<file path="config.mk">
export PLATFORM = sky130hd
export DESIGN_NAME = commit_stage
export DESIGN_NICKNAME = d
export VERILOG_FILES = /design/src/rtl/commit_stage.sv
export SDC_FILE = /design/constraint.sdc
export NUM_CORES = 1
export LEC_CHECK = 0
export BUFFER_PORTS_ARGS = -buffer_cell sky130_fd_sc_hd__buf_4
export CORE_ASPECT_RATIO = 1.2
export CORE_UTILIZATION = 26
export CTS_BUF_LIST = sky130_fd_sc_hd__clkbuf_16
export CTS_CLUSTER_SIZE = 14
export DETAILED_ROUTE_END_ITERATION = 7
export PLACE_DENSITY = 0.44
export RECOVER_POWER = 50
export SETUP_SLACK_MARGIN = 0.2
export SLEW_MARGIN = 20
export SYNTH_ARGS = -nofsm -noshare
export SYNTH_HDL_FRONTEND = slang
export SYNTH_SLANG_ARGS = --single-unit
</file>
<file path="constraint.sdc">
create_clock -name clk -period 3 [get_ports clk]
set_input_delay 0.15 -clock clk [delete_from_list [all_inputs] [get_ports clk]]
set_output_delay 0.15 -clock clk [all_outputs]
set_load 0.01 [all_outputs]
</file>
<file path="src/rtl/commit_stage.sv">
// commit_stage
// In-order retirement stage fed by the reorder buffer head entry.
// Retires one eligible non-store head per cycle (commit_ren combinational),
// maintains the retirement RAT, returns superseded physical registers to the
// free list, and sequences stores through a request/ack handshake with the
// store queue before letting them retire.
//
// Ports
//   clk, rst        clock, synchronous active-high reset
//   rob_empty       ROB holds no entries
//   head_done       head entry completed
//   head_regf_we    head writes an architectural register
//   head_rd_arch    head destination architectural register
//   head_pd         physical register allocated to the head destination
//   head_is_store   head entry is a store
//   commit_ren      head retires this cycle
//   st_commit_req   one-cycle request to the store queue
//   st_commit_ack   store queue performed the head store
//   free_push       return free_preg to the free list
//   free_preg       physical register being freed (0 when free_push = 0)
//   rrat_map        flattened RRAT, entry i at [i*PREG_W +: PREG_W]
//   instret         retired-instruction count (wraps mod 2^64)
module commit_stage #(
  parameter int PREG_COUNT = 64,
  parameter int PREG_W     = $clog2(PREG_COUNT)
) (
  input  logic                   clk,
  input  logic                   rst,
  input  logic                   rob_empty,
  input  logic                   head_done,
  input  logic                   head_regf_we,
  input  logic [4:0]             head_rd_arch,
  input  logic [PREG_W-1:0]      head_pd,
  input  logic                   head_is_store,
  output logic                   commit_ren,
  output logic                   st_commit_req,
  input  logic                   st_commit_ack,
  output logic                   free_push,
  output logic [PREG_W-1:0]      free_preg,
  output logic [32*PREG_W-1:0]   rrat_map,
  output logic [63:0]            instret
);

  typedef enum logic {
    IDLE    = 1'b0,
    ST_WAIT = 1'b1
  } state_t;

  state_t              state, state_nxt;
  logic [PREG_W-1:0]   rrat [32];
  logic                eligible;
  logic                rrat_we;

  assign eligible = !rob_empty && head_done;

  // Next-state and pulse outputs. Everything is forced quiet while rst is
  // high so an ack that lands in the reset cycle cannot produce a commit.
  always_comb begin
    state_nxt     = state;
    commit_ren    = 1'b0;
    st_commit_req = 1'b0;
    free_push     = 1'b0;
    free_preg     = '0;
    rrat_we       = 1'b0;
    if (!rst) begin
      case (state)
        IDLE: begin
          if (eligible) begin
            if (head_is_store) begin
              st_commit_req = 1'b1;
              state_nxt     = ST_WAIT;
            end else begin
              commit_ren = 1'b1;
              // x0 is hardwired: never remapped, never frees anything.
              if (head_regf_we && head_rd_arch != 5'd0) begin
                free_push = 1'b1;
                free_preg = rrat[head_rd_arch];
                rrat_we   = 1'b1;
              end
            end
          end
        end
        ST_WAIT: begin
          // Stores retire without touching the RRAT, whatever regf_we says.
          if (st_commit_ack) begin
            commit_ren = 1'b1;
            state_nxt  = IDLE;
          end
        end
        default: state_nxt = IDLE;
      endcase
    end
  end

  // State, RRAT and retirement counter registers.
  always_ff @(posedge clk) begin
    if (rst) begin
      state   <= IDLE;
      instret <= '0;
      for (int i = 0; i < 32; i++) begin
        rrat[i] <= PREG_W'(i);
      end
    end else begin
      state <= state_nxt;
      if (commit_ren) begin
        instret <= instret + 64'd1;
      end
      if (rrat_we) begin
        rrat[head_rd_arch] <= head_pd;
      end
    end
  end

  always_comb begin
    rrat_map = '0;
    for (int i = 0; i < 32; i++) begin
      rrat_map[i*PREG_W +: PREG_W] = rrat[i];
    end
  end

endmodule
</file>
# Yosys cells after proc, flatten, opt, wreduce, memory -nomap -nowiden
# Memory sizes are Yosys's and may differ from the RTL's.
# Cells that the tools add are included.
# Widths: inputs -> output; s select.
dict set report totals {
  ff_bits 65
  ramBits 192
  inputBits 18
  output_inout_bits 265
  elab_cells 39
  memories 1
}
dict set report classes {
  add_sub_neg 1
  n_mux 29
  n_bitwise 1
  reduce_logical 5
}
# name depth width rd rd_clocked_by_memory_dff wr line_no
set memory_table {}
lappend memory_table {rrat 32 6 33 0 32 50} ;# logic [PREG_W-1:0] rrat [32];
# operator n
set op_table {}
lappend op_table {{$add 64x1->64 const B} 1}
lappend op_table {{$mux 6} 6}
lappend op_table {{$mux 1} 20}
lappend op_table {{$reduce_or 6->1} 1}
lappend op_table {{$mux 5} 1}
lappend op_table {{$reduce_bool 5->1} 1}
lappend op_table {{$pmux 1 s2} 2}
lappend op_table {{$logic_and 1x1->1} 2}
lappend op_table {{$logic_not 1->1} 1}
lappend op_table {{$not 1->1} 1}

# Depth between registers and ports, before layout
# Gate-level depths: netlist of run 1.
dict set report logic_depth {
  ltp_word 12
  mapped_depth 8
  ltp_nobuf 6
}

# Least setup slack after synthesis of run 1
# Ideal clock, no wire load.
dict set report synth_timing {
  path_kind {input to register}
  from {input head_rd_arch[0]}
  to {memory rrat[13][0] (netlist name), enable pin}
  setup_time_ns 0.377
  t_arrival_ns 2.061
  required_ns 2.623
  path_slack_ns 0.562
  cell_stages 6
  n_path_buf 4
  path_cell_list {buf_2 > buf_1 > buf_2 > nand3b_1 > clkbuf_1 > o21ai_0}
}
# element line_no
set synth_rtl {}
lappend synth_rtl {{start: declaration} 32} ;# input logic [4:0] head_rd_arch,
lappend synth_rtl {{end: declaration} 50}

==> results of run 1 <==
-- power groups by stage --
stage	sequential [uW]	clock (uW)	combinational, uW
4_1_cts	3960	3590	602
5_1_grt	3960	3700	570
3_5_place_dp	4040	0	599
6_report	3960	3490	527
2_1_floorplan	4040	0	265
3_3_place_gp	4040	0	595
-- layer usage --
metal	vias up	GRT usage, %	part of all wire, %
li1	4325	-	-
met1	4673	21.1	41
met2	264	30.9	51
met3	44	4.48	6.6
met4	0	3.86	1.8
met5	-	0	0
-- worst paths after layout --
kind | cells past startpoint | slack, ns | to | startpoint
worst min-delay path | 3 | 0.17 | rrat[31][5] | head_pd[5]
worst min register to register | 2 | 0.49 | instret[63] | instret[63]
worst max-delay path | 5 | 0.25 | free_preg[1] | rrat[17][1]
worst max register to register | 5 | 0.27 | instret[57] | state
-- metrics by stage --
stage	instance area, um^2	util, %
final	15000	32.5
after global routing	15000	32.5
after CTS	16000	34.7
after detailed placement	15100	32.6
after global placement	15100	32.6
after floorplan	12200	-
-- cell usage after synthesis (2+ instances only) --
cell and n:
sky130_fd_sc_hd__a2111oi_4 3, sky130_fd_sc_hd__a21oi_1 17, sky130_fd_sc_hd__a221oi_1 6, sky130_fd_sc_hd__a22o_1 6, sky130_fd_sc_hd__a22oi_1 12, sky130_fd_sc_hd__a31oi_1 6, sky130_fd_sc_hd__and2_1 82, sky130_fd_sc_hd__and3_1 37
sky130_fd_sc_hd__and3b_1 2, sky130_fd_sc_hd__buf_1 13, sky130_fd_sc_hd__buf_2 5, sky130_fd_sc_hd__clkbuf_1 62, sky130_fd_sc_hd__dfxtp_1 65, sky130_fd_sc_hd__edfxtp_1 192, sky130_fd_sc_hd__inv_1 9, sky130_fd_sc_hd__mux2_2 7
sky130_fd_sc_hd__mux4_2 48, sky130_fd_sc_hd__nand2_1 48, sky130_fd_sc_hd__nand3_1 23, sky130_fd_sc_hd__nand3b_1 3, sky130_fd_sc_hd__nand4_1 29, sky130_fd_sc_hd__nand4_2 2, sky130_fd_sc_hd__nand4b_1 2, sky130_fd_sc_hd__nor2_1 69
sky130_fd_sc_hd__nor2b_1 10, sky130_fd_sc_hd__nor3_1 12, sky130_fd_sc_hd__nor4_1 4, sky130_fd_sc_hd__o211ai_1 6, sky130_fd_sc_hd__o21ai_0 41, sky130_fd_sc_hd__o311ai_0 5, sky130_fd_sc_hd__o31ai_1 8, sky130_fd_sc_hd__o41ai_1 4
sky130_fd_sc_hd__or2_2 5, sky130_fd_sc_hd__or3_1 89, sky130_fd_sc_hd__or4_1 16, sky130_fd_sc_hd__xnor2_1 7, sky130_fd_sc_hd__xor2_1 19
-- what timing repair did --
| action | 4_1_cts | 5_1_grt |
|---|---|---|
| endpoints found under the setup margin | 0 | 1 |
| hold buffers | 3 | 0 |
| gates resized for setup | 0 | 1 |
| hold endpoints to repair | 11 | 0 |
-- flip-flops by register name, indices dropped and copies added, names as in the netlist --
name,cells
rrat,192
state,1
instret,64
-- cell families after synthesis --
group,synth area share (%)
DFF,57.9
muxes,9.50
xor gates and xnor gates,1.86
other,0.0307
adders and majority gates,0.102
and+or+nand+nor,20.8
AOI/OAI and AO/OA,6.89
buffers and inverters,2.97
-- tightest hold or removal path: stages --
cell,delay [ns]
sky130_fd_sc_hd__buf_4,0.24
sky130_fd_sc_hd__inv_1,0.10
sky130_fd_sc_hd__nor3_1,0.05
-- final cells by class --
class	instances	area, um^2
multi-input cells	652	4810
flip-flops and latches	257	7070
repair buffers	318	1430
inverters	10	37.5
fillers	4837	31100
clock inverters	23	186
well taps	616	771
clock buffers	29	726
==> load_flow_metrics.sql, run 1 <==
INSERT INTO impl_metrics (metric_group, metric, value, unit) VALUES
('status', 'outcome', 'completed', ''),
('cts', 'tritoncts', 'yes', ''),
('drt', 'ant_nets', '0', ''),
('synthesis', 'synth_sequential_area_ratio', '57.9', '%'),
('synthesis', 'synth.lib_cells_used.distinct', '59', ''),
('final_layout', 'layout_commonest_cell', 'sky130_fd_sc_hd__clkbuf_1', ''),
('floorplanning', 'boundaryPins', '283', ''),
('synthesis', 'most_used_flip_flop_cell_after_synthesis', 'sky130_fd_sc_hd__edfxtp_1', ''),
('drt', 'via_count', '9306', ''),
('cts', 'cts-buffers-inserted', '29', ''),
('power', 'swShare', '23.9', '%'),
('drt', 'first_iter_violations', '530', ''),
('placement', 'dp.final_hpwl', '31200', 'um'),
('drt', 'wirelength', '43100', 'um'),
('critical_path', 'timing.critical_path.slowest_stage_cell', 'sky130_fd_sc_hd__a221oi_1', ''),
('cts', 'cts.root.buffer_cell', 'sky130_fd_sc_hd__clkbuf_16', ''),
('critical_path', 'timing_worst_setup_path_type', 'reg2out', ''),
('synthesis', 'yosysWarnings', '0', ''),
('sta', 'finalMaxSlewViolations', '0', ''),
('final_layout', 'drive_gt1_share', '13.1', '%'),
('floorplanning', 'floorplan.die.height', '239', 'um'),
('final_layout', 'finish.net_count', '1287', ''),
('sta', 'post-route-worst-setup-slack', '0.245', 'ns'),
('synthesis', 'synth.top_cell.area_share', '47.2', '%'),
('sta', 'setup_tns', '0', 'ns'),
('cts', 'worst_skew_pair.late_latency', '0.55', 'ns'),
('floorplanning', 'design.die.area', '0.0479', 'mm^2'),
('cts', 'clockBufferDepth', '3', ''),
('placement', 'numPlacedInstances', '1850', ''),
('synthesis', 'syn-cell-area', '0.0122', 'mm^2'),
('floorplanning', 'core.rowCount', '86', ''),
('critical_path', 'worst_ep_arrival_time', '2.60', 'ns'),
('global_routing', 'antenna_found_initial', '0', ''),
('power', 'power_density', '531', 'mW/mm^2'),
('sta', 'timing.slew.headroom', '1.09', '%'),
('critical_path', 'path_cells', 'mux4_2, a22o_1, a221oi_1, a31oi_1, buf_4', ''),
('synthesis', 'library_cell_with_the_largest_summed_area_after_synthesis', 'sky130_fd_sc_hd__edfxtp_1', ''),
('power', 'net_switching_component_of_the_power', '1910', 'uW'),
('cts', 'h-tree-depth', '1', ''),
('sta', 'setup_viol', '0', ''),
('final_layout', 'antenna-diode-count', '0', ''),
('placement', 'place_ws', '0.418', 'ns'),
('critical_path', 'largest_stage_delay_on_the_critical_path', '0.50', 'ns'),
('synthesis', 'synthCells', '996', ''),
('floorplanning', 'design.core.area', '0.0462', 'mm^2'),
('synthesis', 'synth-edff-count', '192', ''),
('power', 'vdd_ir_drop_max', '0.000363', 'V'),
('power', 'pwr-share-seq', '49.6', '%'),
('drt', 'route.detailed.vias_per_inst', '4.89', ''),
('power', 'tot_pwr', '7970', 'uW'),
('critical_path', 'critical_path_peak_fanout', '2', ''),
('sta', 'clock_skew', '0.00737', 'ns'),
('sta', 'timing.final.hold_violations', '0', ''),
('power', 'comb_power_share', '6.6', '%'),
('synthesis', 'async_flop_share', '0', '%'),
('synthesis', 'mean_syn_cell_area', '12.3', 'um^2'),
('sta', 'holdWs', '0.173', 'ns'),
('placement', 'buffer_ports.inserted', '282', ''),
('critical_path', 'critical_path.n_buffers_inverters', '1', ''),
('global_routing', 'grtUsageTotal', '17.5', '%'),
('drt', 'drt-wirelength-per-cell', '22.6', 'um'),
('power', 'leakage', '0.00484', 'uW'),
('final_layout', 'area_growth', '22.9', '%'),
('critical_path', 'launching_element_type_of_the_critical_path', 'register', ''),
('placement', 'gp_routability_congestion', '0.802', ''),
('sta', 'rsz_0062_raised_after_global_routing', 'no', ''),
('sta', 'worst-slew-pin-transition', '1.48', 'ns'),
('critical_path', 'timing.critical_path.to_type', 'output pin', ''),
('global_routing', 'overall_overflow_remaining_after_global_route', '0', ''),
('global_routing', 'grt_pass1_wl', '61600', 'um'),
('synthesis', 'ys_top_cells_by_area', 'sky130_fd_sc_hd__edfxtp_1 47%, sky130_fd_sc_hd__dfxtp_1 11%, sky130_fd_sc_hd__mux4_2 8.8%, sky130_fd_sc_hd__or3_1 4.6%, sky130_fd_sc_hd__and2_1 4.2%', '');
(Power assumes the default switching activity.)
==> run 2, diff against run 1 <==
--- a/config.mk
+++ b/config.mk
@@ -11,6 +11,7 @@
 export CTS_BUF_LIST = sky130_fd_sc_hd__clkbuf_16
 export CTS_CLUSTER_SIZE = 14
 export DETAILED_ROUTE_END_ITERATION = 7
+export GPL_TIMING_DRIVEN = 0
 export PLACE_DENSITY = 0.44
 export RECOVER_POWER = 50
 export SETUP_SLACK_MARGIN = 0.2
==> constraint.sdc (replaced) <==
create_clock -name clk -period 3.55 [get_ports clk]
set_input_delay 0.1775 -clock clk [delete_from_list [all_inputs] [get_ports clk]]
set_output_delay 0.1775 -clock clk [all_outputs]
set_load 0.01 [all_outputs]
==> run 2 against run 1 <==
Total power decreased by 16%. Clock power decreased by 18%. Critical path type is now reg2reg. Clock-buffer cell count increased by 2. Sequential power decreased by 15%. Highest routed layer unchanged. Largest cell class unchanged. Critical path depth increased by 1. Final cell count increased by 2.9%. Utilization increased by 0.14 points. Die area unchanged. Global-route usage increased by 3.1 points.
==> load_flow_metrics.sql, run 2 (synthesis results as in run 1) <==
INSERT INTO impl_metrics (metric_group, metric, value, unit) VALUES
('critical_path', 'timing_worst_setup_path_type', 'reg2reg', ''),
('global_routing', 'antenna_found_initial', '2', ''),
('global_routing', 'number_of_global_route_vias_before_repair', '9862', ''),
('sta', 'timing.slew.headroom', '24.5', '%'),
('floorplanning', 'start_util', '26.5', '%'),
('floorplanning', 'dieWidth', '200', 'um'),
('sta', 'fin_crit_sh', '93.0', '%'),
('global_routing', 'overall_overflow_remaining_after_global_route', '0', ''),
('sta', 'timing.final.hold_violations', '0', ''),
('cts', 'h-tree-depth', '1', ''),
('critical_path', 'critical_path.n_buffers_inverters', '2', ''),
('power', 'power_density', '444', 'mW/mm^2'),
('placement', 'gp_routability_congestion', '0.843', ''),
('cts', 'worst_skew_pair.late_latency', '0.57', 'ns'),
('sta', 'fin_crit', '3.30', 'ns'),
('drt', 'first_iter_violations', '607', ''),
('floorplanning', 'design.die.area', '0.0479', 'mm^2'),
('critical_path', 'timing.critical_path.slowest_stage_cell', 'sky130_fd_sc_hd__o21ai_0', ''),
('final_layout', 'antenna-diode-count', '0', ''),
('final_layout', 'layout_commonest_cell', 'sky130_fd_sc_hd__clkbuf_1', ''),
('placement', 'dp.final_hpwl', '37900', 'um'),
('job', 'maxCapViolCount', '0', ''),
('critical_path', 'kind_of_cell_with_the_highest_combined_delay_on_the_critical_path', 'simple AND/OR/NAND/NOR gates', ''),
('cts', 'post_cts.repair.setup_buffers', '0', ''),
('floorplanning', 'boundaryPins', '283', ''),
('critical_path', 'path_cells', 'nor4b_1, and3b_1, clkbuf_1, nand3b_1, clkbuf_1, o21ai_0', ''),
('floorplanning', 'design.core.area', '0.0462', 'mm^2'),
('critical_path', 'worst_ep_arrival_time', '3.50', 'ns'),
('status', 'outcome', 'completed', ''),
('power', 'leakage', '0.00484', 'uW'),
('placement', 'buffer_ports.inserted', '280', ''),
('drt', 'route.detailed.vias_per_inst', '5.03', ''),
('floorplanning', 'floorplan.die.height', '239', 'um'),
('cts', 'cts.sinks', '257', ''),
('power', 'vdd_ir_drop_max', '0.000305', 'V'),
('cts', 'worst_setup_hold_path_clk_slew', '0.06', 'ns'),
('cts', 'tritoncts', 'yes', ''),
('final_layout', 'finish.net_count', '1340', ''),
('cts', 'clockBufferDepth', '3', ''),
('final_layout', 'top_register', 'rrat', ''),
('cts', 'cts.root.buffer_cell', 'sky130_fd_sc_hd__clkbuf_16', ''),
('drt', 'drt-pass1-iter-count', '5', ''),
('sta', 'setup_tns', '0', 'ns'),
('global_routing', 'grt_start_max_net_pins', '15', ''),
('sta', 'rsz_0062_raised_after_global_routing', 'yes', ''),
('critical_path', 'critical_path_peak_fanout', '10', ''),
('sta', 'clock_skew', '0.0129', 'ns'),
('sta', 'timing.fmax', '0.303', 'GHz'),
('final_layout', 'largest_registers', 'rrat (192), instret (64), state (1)', ''),
('critical_path', 'timing.critical_path.to_type', 'register', ''),
('final_layout', 'nFillCells', '4897', ''),
('drt', 'drc', '0', ''),
('final_layout', 'drive_gt1_share', '10.7', '%'),
('sta', 'worst-slew-pin-transition', '1.12', 'ns'),
('drt', 'wirelength', '50200', 'um'),
('sta', 'setup_viol', '0', ''),
('final_layout', 'final_cells', '1960', ''),
('placement', 'numPlacedInstances', '1897', ''),
('final_layout', 'largest_reg_flops', '192', ''),
('final_layout', 'leading_cell_types_in_the_layout_fill_and_taps_excluded', '322 x sky130_fd_sc_hd__clkbuf_1, 192 x sky130_fd_sc_hd__edfxtp_1, 89 x sky130_fd_sc_hd__or3_1, 75 x sky130_fd_sc_hd__and2_1, 69 x sky130_fd_sc_hd__nor2_1', ''),
('drt', 'drt-wirelength-per-cell', '25.6', 'um'),
('worst_hold_path', 'worstHoldPathType', 'in2reg', ''),
('critical_path', 'required', '3.75', 'ns'),
('final_layout', 'area_growth', '23.5', '%'),
('critical_path', 'crit_path_frequent_cell', 'sky130_fd_sc_hd__clkbuf_1', ''),
('global_routing', 'grt_pass1_wl', '70000', 'um'),
('drt', 'via_count', '9863', ''),
('cts', 'cts-buffers-inserted', '30', ''),
('sta', 'finalMaxSlewViolations', '0', ''),
('global_routing', 'grtUsageTotal', '20.5', '%'),
('critical_path', 'launching_element_type_of_the_critical_path', 'register', ''),
('drt', 'ant_nets', '0', ''),
('floorplanning', 'core.rowCount', '86', ''),
('critical_path', 'largest_stage_delay_on_the_critical_path', '0.87', 'ns');
==> run 2: changes by cell type in the layout (fill, tap and decap cells not counted), moves of 5 or more <==
| cell | delta |
|---|---|
| sky130_fd_sc_hd__clkbuf_1 | +61 |
| sky130_fd_sc_hd__buf_4 | -30 |
| sky130_fd_sc_hd__o21ai_0 | -19 |
| sky130_fd_sc_hd__o21ai_1 | +19 |
| sky130_fd_sc_hd__and2_0 | -17 |
| sky130_fd_sc_hd__and2_1 | +17 |
| sky130_fd_sc_hd__buf_1 | +10 |
| sky130_fd_sc_hd__inv_1 | +7 |
| sky130_fd_sc_hd__dlygate4sd3_1 | +5 |
==> run 2: metrics by stage <==
stage          hold WS, ns  setup slack [ns]  area, um^2  power [uW]  utilization, %
2_1_floorplan        0.357              1.08       12200        3640               -
3_3_place_gp         0.471            -0.654       15100        3950            32.7
3_5_place_dp         0.470            -0.591       15100        3960            32.7
4_1_cts              0.156             0.121       16100        6820            34.8
5_1_grt              0.324            0.0989       15100        6900            32.7
6_report             0.308             0.248       15100        6700            32.7
==> run 2: report_power, final <==
| group | switching [uW] | total, uW | internal [uW] |
|---|---|---|---|
| clock | 1300 | 2860 | 1570 |
| sequential | 57.6 | 3350 | 3290 |
| combinational | 342 | 494 | 152 |
| total | 1700 | 6700 | 5010 |
==> run 2: worst paths after layout <==
check / from / end / slack, ns / depth (start not counted)
setup / recovery: state / rrat[22][1] / 0.25 / 6
hold / removal: head_rd_arch[4] / rrat[26][2] / 0.31 / 4
setup reg to reg: state / rrat[22][1] / 0.25 / 6
hold reg to reg: instret[63] / instret[63] / 0.49 / 2
==> run 2: tightest hold or removal path, stage by stage <==
cell and delay, ns:
sky130_fd_sc_hd__buf_4 0.13, sky130_fd_sc_hd__nand2_1 0.06, sky130_fd_sc_hd__nor2_1 0.14, sky130_fd_sc_hd__and3_1 0.20
==> run 2: repair_timing <==
item	in CTS	in global routing
cloned	0	0
endpoints found under the hold margin	7	0
setup endpoints to repair	83	58
resized for setup	14	12
hold buffers	8	0
==> run 2: layout make-up <==
| cell class | count | area [um^2] | area share (%) |
|---|---|---|---|
| Tap cell | 616 | 771 | 5.11 |
| Multi-Input combinational cell | 652 | 4780 | 31.7 |
| Buffer | 82 | 327 | 2.17 |
| Sequential cell | 257 | 7070 | 46.9 |
| Clock buffer | 31 | 776 | 5.14 |
| Timing Repair Buffer | 288 | 1210 | 8.05 |
| Clock inverter | 24 | 106 | 0.705 |
| Inverter | 10 | 37.5 | 0.249 |
==> run 2: layer usage <==
metal  global-route usage [%]  wire length (um)  up-vias
met5                        0                 0        -
met4                     6.45              1470        0
met3                     4.35              3510       72
met2                     36.8             25700      376
met1                     24.2             19500     4968
li1                         -                 -     4447
